File: config.mk
export PLATFORM = sky130hd
export DESIGN_NAME = uart_tx_arbiter
export DESIGN_NICKNAME = d
export VERILOG_FILES = /design/src/rtl/uart_mux_pkg.sv /design/src/rtl/uart_tx_arbiter.sv
export SDC_FILE = /design/constraint.sdc
export NUM_CORES = 1
export LEC_CHECK = 0
export CORE_UTILIZATION = 35
export DETAILED_ROUTE_END_ITERATION = 10
export GPL_TIMING_DRIVEN = 1
export PLACE_DENSITY = 0.73
export SLEW_MARGIN = 40
export SYNTH_ARGS = -nofsm -noshare
export SYNTH_HDL_FRONTEND = slang
export SYNTH_SLANG_ARGS = --single-unit
File: constraint.sdc
create_clock -name clk -period 1.95 [get_ports clk]
set_input_delay 0.2925 -clock clk [delete_from_list [all_inputs] [get_ports clk]]
set_output_delay 0.2925 -clock clk [all_outputs]
set_load 0.1 [all_outputs]
File: src/rtl/uart_mux_pkg.sv
// Shared types and helpers for the UART/TCP output mux.
// Holds the arbiter state encoding, default tag and round-robin pick.
package uart_mux_pkg;

    typedef enum logic [1:0] {
        ARB_IDLE,
        ARB_HDR,
        ARB_DATA
    } arb_state_t;

    localparam logic [7:0] TAG_BASE_DEFAULT = 8'hA0;
    localparam int         MAX_SRC          = 8;

    // First set bit of valid scanning ptr, ptr+1, ... mod n.
    // Scanning downward lets the smallest offset win.
    // Returns ptr when nothing is valid.
    function automatic logic [2:0] rr_pick(
        input logic [7:0] valid,
        input logic [2:0] ptr,
        input int         n
    );
        int idx;
        rr_pick = ptr;
        for (int k = MAX_SRC - 1; k >= 0; k--) begin
            if (k < n) begin
                idx = int'(ptr) + k;
                if (idx >= n) begin
                    idx = idx - n;
                end
                if (valid[idx[2:0]]) begin
                    rr_pick = idx[2:0];
                end
            end
        end
    endfunction

endpackage

File: src/rtl/uart_tx_arbiter.sv
// Packet-granular round-robin arbiter onto one UART byte stream.
// Each packet is prefixed with a tag byte TAG_BASE + source index.
// Ports:
//   clk, rst_n                 clock, async active-low reset
//   s_tdata/s_tvalid/s_tlast   NUM_SRC packed AXI-Stream sources
//   s_tready                   per-source ready, at most one high
//   m_tdata/m_tvalid/m_tlast   tagged stream to UART TX
//   m_tready                   UART TX ready
//   grant_idx                  current/last granted source
//   busy                       high while sending tag or payload
//   pkt_count                  completed packets, wrapping
module uart_tx_arbiter
    import uart_mux_pkg::*;
#(
    parameter int DATA_WIDTH = 8,
    parameter int NUM_SRC    = 3,
    parameter logic [DATA_WIDTH-1:0] TAG_BASE =
        DATA_WIDTH'(TAG_BASE_DEFAULT),
    localparam int GW = (NUM_SRC > 1) ? $clog2(NUM_SRC) : 1
) (
    input  logic                          clk,
    input  logic                          rst_n,
    input  logic [NUM_SRC*DATA_WIDTH-1:0] s_tdata,
    input  logic [NUM_SRC-1:0]            s_tvalid,
    input  logic [NUM_SRC-1:0]            s_tlast,
    output logic [NUM_SRC-1:0]            s_tready,
    output logic [DATA_WIDTH-1:0]         m_tdata,
    output logic                          m_tvalid,
    output logic                          m_tlast,
    input  logic                          m_tready,
    output logic [GW-1:0]                 grant_idx,
    output logic                          busy,
    output logic [15:0]                   pkt_count
);

    arb_state_t    state;
    arb_state_t    state_nxt;
    logic [GW-1:0] rr_ptr;
    logic [GW-1:0] pick;
    logic [GW-1:0] g_next;
    logic          any_req;
    logic          done;

    assign any_req = |s_tvalid;
    assign pick    = GW'(rr_pick(8'(s_tvalid), 3'(rr_ptr), NUM_SRC));

    // Pointer moves to the source after the one just served.
    assign g_next = (int'(grant_idx) == NUM_SRC - 1) ?
                    '0 : grant_idx + 1'b1;

    always_comb begin
        state_nxt = state;
        m_tvalid  = 1'b0;
        m_tdata   = '0;
        m_tlast   = 1'b0;
        s_tready  = '0;
        busy      = 1'b0;
        done      = 1'b0;
        unique case (state)
            ARB_IDLE: begin
                if (any_req) begin
                    state_nxt = ARB_HDR;
                end
            end
            ARB_HDR: begin
                busy     = 1'b1;
                m_tvalid = 1'b1;
                m_tdata  = TAG_BASE + DATA_WIDTH'(grant_idx);
                if (m_tready) begin
                    state_nxt = ARB_DATA;
                end
            end
            ARB_DATA: begin
                busy     = 1'b1;
                m_tdata  = s_tdata[grant_idx*DATA_WIDTH +: DATA_WIDTH];
                m_tvalid = s_tvalid[grant_idx];
                m_tlast  = s_tlast[grant_idx];
                s_tready[grant_idx] = m_tready;
                if (m_tready && s_tvalid[grant_idx]
                    && s_tlast[grant_idx]) begin
                    done      = 1'b1;
                    state_nxt = ARB_IDLE;
                end
            end
            default: begin
                state_nxt = ARB_IDLE;
            end
        endcase
    end

    always_ff @(posedge clk or negedge rst_n) begin
        if (!rst_n) begin
            state     <= ARB_IDLE;
            rr_ptr    <= '0;
            grant_idx <= '0;
            pkt_count <= '0;
        end else begin
            state <= state_nxt;
            if (state == ARB_IDLE && any_req) begin
                grant_idx <= pick;
            end
            if (done) begin
                rr_ptr    <= g_next;
                pkt_count <= pkt_count + 16'd1;
            end
        end
    end

endmodule

# ---- After elaboration in Yosys (flattened, before gate mapping)
# Cells that the tools add are included.
dict set report word_totals {
  register_bits 22
  in_bits 33
  output_inout_bits 32
  word_cells 66
}
dict set report classes {
  n_addsub 8
  n_lt_le_gt_ge 8
  n_eq_ne 6
  n_shift 1
  mux 30
  bitwise 1
  n_reduce_logical 8
}
# op n
set ops {}
lappend ops {{$shiftx A24 B6 Y8} 1}
lappend ops {{$add A16 B1 Y16 const B} 1}
lappend ops {{$pmux W8 S2} 1}
lappend ops {{$mux W2} 7}
lappend ops {{$lt A3 B4 Y1 const B} 3}
lappend ops {{$mux W3} 4}
lappend ops {{$mux W1} 10}
lappend ops {{$bmux W1 S3} 3}
lappend ops {{$add A8 B2 Y8 const A} 1}
lappend ops {{$ge A3 B2 Y1 const B} 2}
lappend ops {{$ne A2 B2 Y1 const B} 3}
lappend ops {{$pmux W2 S3} 1}
lappend ops {{$sub A3 B2 Y3 const B} 2}
lappend ops {{$bmux W1 S2} 2}
lappend ops {{$eq A2 B2 Y1 const B} 2}
lappend ops {{$logic_and A1 B1 Y1} 4}
lappend ops {{$add A2 B1 Y3 const B} 1}
lappend ops {{$add A2 B2 Y3 const B} 1}
lappend ops {{$and A3 B3 Y3} 1}
lappend ops {{$lt A2 B3 Y1 const B} 1}
lappend ops {{$reduce_and A3 Y1} 1}
lappend ops {{$reduce_or A3 Y1} 1}
lappend ops {{$sub A2 B2 Y3 const B} 1}
lappend ops {{$add A2 B1 Y2 const B} 1}
lappend ops {{other kinds (7)} 7}

# ---- Depth between registers and ports, before layout
# Gate-level depths: netlist of the first run.
dict set report depth {
  word_depth 8
  mapped_depth 7
  mapped_depth_nobuf 7
}

# ---- Least setup slack after synthesis of the first run
# OpenSTA, ideal clock, no wires.
dict set report synth_timing {
  path_kind {register to output}
  start {reg state[0]}
  end {out m_tdata[0]}
  arrival_time_ns 3.830
  required_ns 1.657
  path_slack_ns -2.173
  stages_incl_launch_ff 5
  path_buffers 0
  path_cell_list {dfrtp_1 inv_1 ha_1 nand2_1 o21ai_0}
}
dict set report synth_via {
  elab_chain_len 2
  word_cells_on_any_way 3
  classes_between {eq/ne (2); mux (1)}
}
# item line_no
set synth_lines {}
lappend synth_lines {{start, declared} uart_tx_arbiter.sv:36} ;# arb_state_t state;
lappend synth_lines {{start signal, assigned} uart_tx_arbiter.sv:98} ;# state <= state_nxt;
lappend synth_lines {{$eq A2 B2 Y1 or $eq A2 B1 Y1 (tied branches)} uart_tx_arbiter.sv:59} ;# unique case (state)
lappend synth_lines {{$pmux W8 S2 *} uart_tx_arbiter.sv:59}
lappend synth_lines {{end, declared} uart_tx_arbiter.sv:27} ;# output logic [DATA_WIDTH-1:0] m_tdata,
# Mark *: on every way between the ends. The rest lies on a longest branch, timed or not.

# ---- Final worst setup path of the first run
dict set report layout_timing {
  start {reg grant_idx[1]}
  end {out m_tdata[6]}
}
dict set report layout_via {
  elab_chain_len 2
  word_cells_on_any_way 3
  classes_between {add/sub (1); shift (1); mux (1)}
}
# item line_no
set layout_lines {}
lappend layout_lines {{start, declared} uart_tx_arbiter.sv:31} ;# output logic [GW-1:0] grant_idx,
lappend layout_lines {{start signal, assigned} uart_tx_arbiter.sv:100} ;# grant_idx <= pick;
lappend layout_lines {{$add A8 B2 Y8 or $shiftx A24 B6 Y8 (tied branches)} {uart_tx_arbiter.sv:68, uart_tx_arbiter.sv:75}}
lappend layout_lines {{$pmux W8 S2 *} uart_tx_arbiter.sv:59}
# Marked as above.

==> results of run 1 <==
## flip-flops by register name, indices dropped and copies added, names as in the netlist
register	cells
grant_idx	2
pkt_count	16
rr_ptr	2
state	2
## layer usage
layer | share of wire | up-vias
met5 | 0 | -
met2 | 0.48 | 80
met1 | 0.44 | 839
met3 | 0.072 | 5
li1 | - | 869
met4 | 0.0085 | 0
## stage by stage
stage / setup TNS, ns / util / std cells / total power (uW) / instance area, um^2
floorplan: -1.46 / - / 196 / 3120 / 2010
global placement: 0 / 0.592 / 330 / 3970 / 2850
detailed placement: 0 / 0.592 / 330 / 3990 / 2850
CTS: -0.000480 / 0.623 / 342 / 4490 / 3000
global route: -0.221 / 0.634 / 344 / 4810 / 3050
finish: 0 / 0.634 / 344 / 4580 / 3050
## power groups by stage
stage / sequential (uW) / clock [uW] / combinational (uW)
6_report: 639 / 289 / 3650
2_1_floorplan: 870 / 0 / 2250
4_1_cts: 637 / 292 / 3560
3_3_place_gp: 648 / 0 / 3320
3_5_place_dp: 652 / 0 / 3340
5_1_grt: 651 / 306 / 3850
## final timing paths
| kind | endpoint | start | slack [ns] |
|---|---|---|---|
| worst max-delay path | m_tdata[6] | grant_idx[1] | 0.008 |
| worst min-delay path | state[1] | rst_n | 0.38 |
| worst max register to register | grant_idx[1] | rr_ptr[0] | 0.13 |
| worst min register to register | pkt_count[15] | pkt_count[15] | 0.48 |
| max in group asynchronous | grant_idx[0] | rst_n | 1.32 |
| min in group clk | pkt_count[15] | pkt_count[15] | 0.48 |
## cell type report
type / instances / area share
flip-flops and latches: 22 / 0.186
inverters: 7 / 0.00861
clock buffers: 4 / 0.0148
multi-input cells: 155 / 0.445
well taps: 67 / 0.0275
repair buffers: 89 / 0.318
## Yosys cell counts (5+ instances only)
cell type / instances / area, um^2
nand3_1: 5 / 25.0
mux2i_1: 9 / 90.1
nand4_1: 15 / 93.8
nand2_1: 16 / 60.1
a21oi_1: 9 / 45.0
nor3_1: 8 / 40.0
xnor2_1: 15 / 131
dfrtp_1: 22 / 551
inv_1: 7 / 26.3
ha_1: 10 / 125
buf_2: 7 / 35.0
o21ai_0: 5 / 25.0
nor2_1: 17 / 63.8
and2_1: 5 / 31.3
and3_1: 6 / 37.5
## cell families (layout without fill, tap and decap cells)
logic type	Yosys count	after routing
buffers and inverters	19	100
AO/OA/AOI/OAI	31	31
flip-flops	22	22
AND/OR/NAND/NOR	84	84
multiplexers	15	15
XOR/XNOR	15	15
adder cells (fa/ha/maj)	10	10
## critical path, stage by stage (launching register included)
cell	delay, ns
dfrtp_4	0.51
and2b_4	0.36
buf_6	0.15
a21oi_2	0.07
nor2_4	0.12
buf_12	0.18
## repair_timing
| action | 4_1_cts | 5_1_grt |
|---|---|---|
| resized for setup | 7 | 8 |
| setup endpoints to repair | 13 | 12 |
| setup buffers | 8 | 3 |
| hold buffers | 0 | 0 |
| pin swaps | 4 | 12 |
==> flow_summary.json, run 1 <==
{
  "start_util": 0.371,
  "grt_max_degree": 23,
  "synth_seq_cells": 22,
  "finalSetupViolCount": 0,
  "synth_cell_types": 46,
  "p_sw_uw": 2440,
  "power.leakage_uw": 0.00123,
  "tritoncts": "done",
  "synthSimpleGateAreaFrac": 0.256,
  "cts_root_buf": "clkbuf_8",
  "p_int_uw": 2140,
  "grt_pass1_wl_mm": 7.65,
  "synthesis.instances": 196,
  "wl_per_cell_um": 14.0,
  "synthXorXnorAreaFrac": 0.0736,
  "status": "finished, final reports clean",
  "multiInputGateArea_um2": 1360,
  "detail-route-antenna-nets": 0,
  "start_kind": "register",
  "layout_common_cells": "buf_4 (37), clkdlybuf4s50_1 (32), buf_12 (17)",
  "met3_usage": 0.0384,
  "ir_worst_vdd_v": 0.00172,
  "synthArstFlopShare": 1.00,
  "ys.flop_type": "dfrtp_1",
  "drt_first_pass_iters": 4,
  "min_path_type": "in -> async",
  "hold_viol_final": 0,
  "finalCritPeriodShare": 0.996,
  "grt_pass1_vias": 1608,
  "crit_fanout": 8,
  "clk_pin_slew_ns": 0.08,
  "syn_to_final_growth_pct": 71.0,
  "antenna_found_initial": 0,
  "p_comb_frac": 0.797,
  "grtUsageMet2": 0.305,
  "p_sw_frac": 0.532,
  "yosys_warnings": 0,
  "h-tree-depth": 1,
  "fin_crit_ns": 1.94,
  "endpoint_kind": "output port",
  "grt_use_total": 0.181,
  "grt-busiest-layer": "met2",
  "clockBufferDepth": 2,
  "routed_wirelength_mm": 4.81,
  "fp.dieW_um": 73.4,
  "powerDensity_nw_per_um2": 1500,
  "hold_ws_ns": 0.381,
  "ys_seq_area_frac": 0.308,
  "grtUsageMet1": 0.234,
  "drive_above_1_share": 0.404,
  "diodes": 0,
  "fill_cells": 401,
  "syn_area_um2": 1790,
  "rr_worst_depth": 7,
  "max_freq_mhz": 515,
  "final_nets": 321,
  "finClkSkew_ns": 0.00345,
  "die-area_um2": 5390,
  "final_common_cell": "buf_4",
  "synth.net_count": 239,
  "crit_required_ns": 1.66,
  "viasPerCell": 5.21,
  "slew_viol_final": 0,
  "drc": 0,
  "path_class": "reg -> out",
  "hpwl_mm": 3.58,
  "insertion_delay_ns": 0.26,
  "regArea_um2": 568,
  "synth_top_family_by_area": "simple AND/OR/NAND/NOR gates",
  "clock-sinks": 22,
  "pre_cts_slack_ns": 0.0764,
  "synth_edf_count": 0,
  "worst_pin_slew_ns": 0.408,
  "rows": 25,
  "synth_area_per_cell_um2": 9.11,
  "gp_congestion": 0.946,
  "clkPwrFrac": 0.063,
  "drt_iter0_drc": 66,
  "die_h_um": 73.4,
  "synth-compound-area-share": 0.136,
  "core_um2": 4820,
  "muxShareOfSynthArea": 0.0974,
  "cts_buffers": 3,
  "cap_viol_max_count": 0,
  "cp_data_arrival_time_ns": 1.65,
  "dr_total_vias": 1793,
  "synthAdderAreaFrac": 0.0701,
  "slew_headroom": 0.726,
  "rsz0062_at_grt": "true",
  "gr-total-overflow": 0,
  "setup_slack_ns": 0.00788,
  "ios": 65,
  "seqPwrFrac": 0.140,
  "numPortBuffers": 64
}
No activity file was read; power rests on OpenSTA's default activity.
==> run 2: changes to the inputs <==
DONT_BUFFER_PORTS = 1   (was default)
PLACE_DENSITY = 0.57   (was 0.73)
==> flow_summary.json, run 2 (synthesis results as in run 1) <==
{
  "critPathBufInv": 2,
  "failed_checks": "hold timing",
  "pre_cts_slack_ns": 0.00617,
  "viasPerCell": 5.39,
  "syn_to_final_growth_pct": 47.0,
  "drt_iter0_drc": 59,
  "crit_fanout": 6,
  "top_register": "pkt_count",
  "rsz0062_at_grt": "true",
  "clock-sinks": 22,
  "worst_pin_slew_ns": 0.500,
  "setup_slack_ns": 0.0112,
  "cts_root_buf": "clkbuf_8",
  "detail-route-antenna-nets": 0,
  "fp.dieW_um": 73.4,
  "largest_reg_flops": 16,
  "cp_data_arrival_time_ns": 1.65,
  "clockBufferDepth": 2,
  "p_int_uw": 1910,
  "layout_common_cells": "buf_4 (33), nand4_1 (15), xnor2_1 (15)",
  "slowest_delay_ns": 0.52,
  "grt_pass1_vias": 1578,
  "crit_required_ns": 1.66,
  "drive_above_1_share": 0.447,
  "path_class": "reg -> out",
  "h-tree-depth": 1,
  "final_core_util": 0.545,
  "grt_use_total": 0.174,
  "rows": 25,
  "crit_slowest_cell": "dfrtp_4",
  "hold_viol_final": 22,
  "critPathTopFamily": "flip-flops",
  "multiInputGateArea_um2": 1370,
  "p_sw_uw": 2390,
  "p_comb_frac": 0.772,
  "slew_headroom": 0.666,
  "endpoint_kind": "output port",
  "antenna_found_initial": 0,
  "seqPwrFrac": 0.152,
  "tritoncts": "done",
  "clkPwrFrac": 0.077,
  "diodes": 0,
  "cap_viol_max_count": 0,
  "final_nets": 281,
  "finalCritPeriodShare": 0.994,
  "grt_max_degree": 23,
  "status": "complete, but fails checks",
  "fin_crit_ns": 1.94,
  "crit_chain": "and2b_4, buf_6, a21oi_2, o21ai_4, buf_12",
  "min_path_type": "in -> async",
  "finClkSkew_ns": 0.00236,
  "slew_viol_final": 0,
  "hold_ws_ns": -0.0109,
  "cts_buffers": 3,
  "wl_per_cell_um": 15.2,
  "hpwl_mm": 3.42,
  "die-area_um2": 5390,
  "dr_total_vias": 1638,
  "ios": 65,
  "final_common_cell": "buf_4",
  "start_kind": "register",
  "clk_pin_slew_ns": 0.08,
  "finalSetupTns_ns": 0,
  "power.leakage_uw": 0.00105,
  "grt_pass1_wl_mm": 7.40,
  "drt_first_pass_iters": 4,
  "gr-total-overflow": 0,
  "max_freq_mhz": 516,
  "powerDensity_nw_per_um2": 1640,
  "drc": 0,
  "gp_congestion": 1.04,
  "die_h_um": 73.4,
  "insertion_delay_ns": 0.26,
  "core_um2": 4820,
  "finalSetupViolCount": 0,
  "p_sw_frac": 0.555,
  "regArea_um2": 568,
  "start_util": 0.371,
  "routed_wirelength_mm": 4.61,
  "fill_cells": 446,
  "ir_worst_vdd_v": 0.000938,
  "numPortBuffers": 0
}
## run 2: worst paths after layout
check                           depth (start not counted)     startpoint            end  slack (ns)
worst max-delay path                                    5   grant_idx[1]     m_tdata[7]        0.01
worst min-delay path                                    1          rst_n   pkt_count[4]       -0.01
worst max register to register                          7      rr_ptr[0]   grant_idx[1]        0.09
worst min register to register                          1  pkt_count[15]  pkt_count[15]        0.48
max in group asynchronous                               1          rst_n   grant_idx[1]        1.58
min in group clk                                        2    s_tvalid[2]   grant_idx[1]        0.23
## run 2: power groups by stage
stage          Clock, uW  Sequential [uW]  Combinational, uW
2_1_floorplan          0              870               2250
3_3_place_gp           0              670               2930
5_1_grt              354              668               3480
4_1_cts              341              643               3200
3_5_place_dp           0              681               2980
6_report             329              652               3320
## run 2: worst register-to-register path, stage by stage, from the launching register on
cell      delay (ns)
dfrtp_1         0.44
inv_1           0.13
ha_2            0.26
ha_4            0.18
o21ai_0         0.07
and3b_1         0.17
a2111o_1        0.38
a31oi_1         0.15
## run 2: metrics by stage
stage / instances / power [uW] / instance area [um^2]
after floorplan: 196 / 3120 / 2010
after detailed placement: 289 / 3670 / 2400
after global routing: 304 / 4500 / 2630
after CTS: 302 / 4190 / 2560
after global placement: 289 / 3600 / 2400
final: 304 / 4300 / 2630
## run 2: timing repair
action / in CTS / in global routing
endpoints found under the setup margin: 13 / 14
gates resized for setup: 7 / 11
buffers inserted: 8 / 2
endpoints found under the hold margin: 22 / 0
pin swaps: 2 / 9
hold buffers: 1 / 0
## run 2: cell type report
class,count,share of cell area
Tap cell,67,0.0319
Clock buffer,4,0.0210
Timing Repair Buffer,49,0.198
Sequential cell,22,0.216
Inverter,7,0.0100
Multi-Input combinational cell,155,0.522
## run 2: metal layers
metal | global-route usage | routed length [um] | part of all wire | vias to the layer above
met5 | 0 | 0 | 0 | -
met2 | 0.303 | 2390 | 0.52 | 63
met1 | 0.226 | 1950 | 0.42 | 786
li1 | - | - | - | 787
met3 | 0.0110 | 225 | 0.049 | 2
met4 | 0.0641 | 41 | 0.0089 | 0
==> run 3: changes to the inputs <==
CTS_CLUSTER_SIZE = 12   (was default)
==> results of run 3 <==
Same layout as run 2: the final DEF is identical, and so are final timing and power.
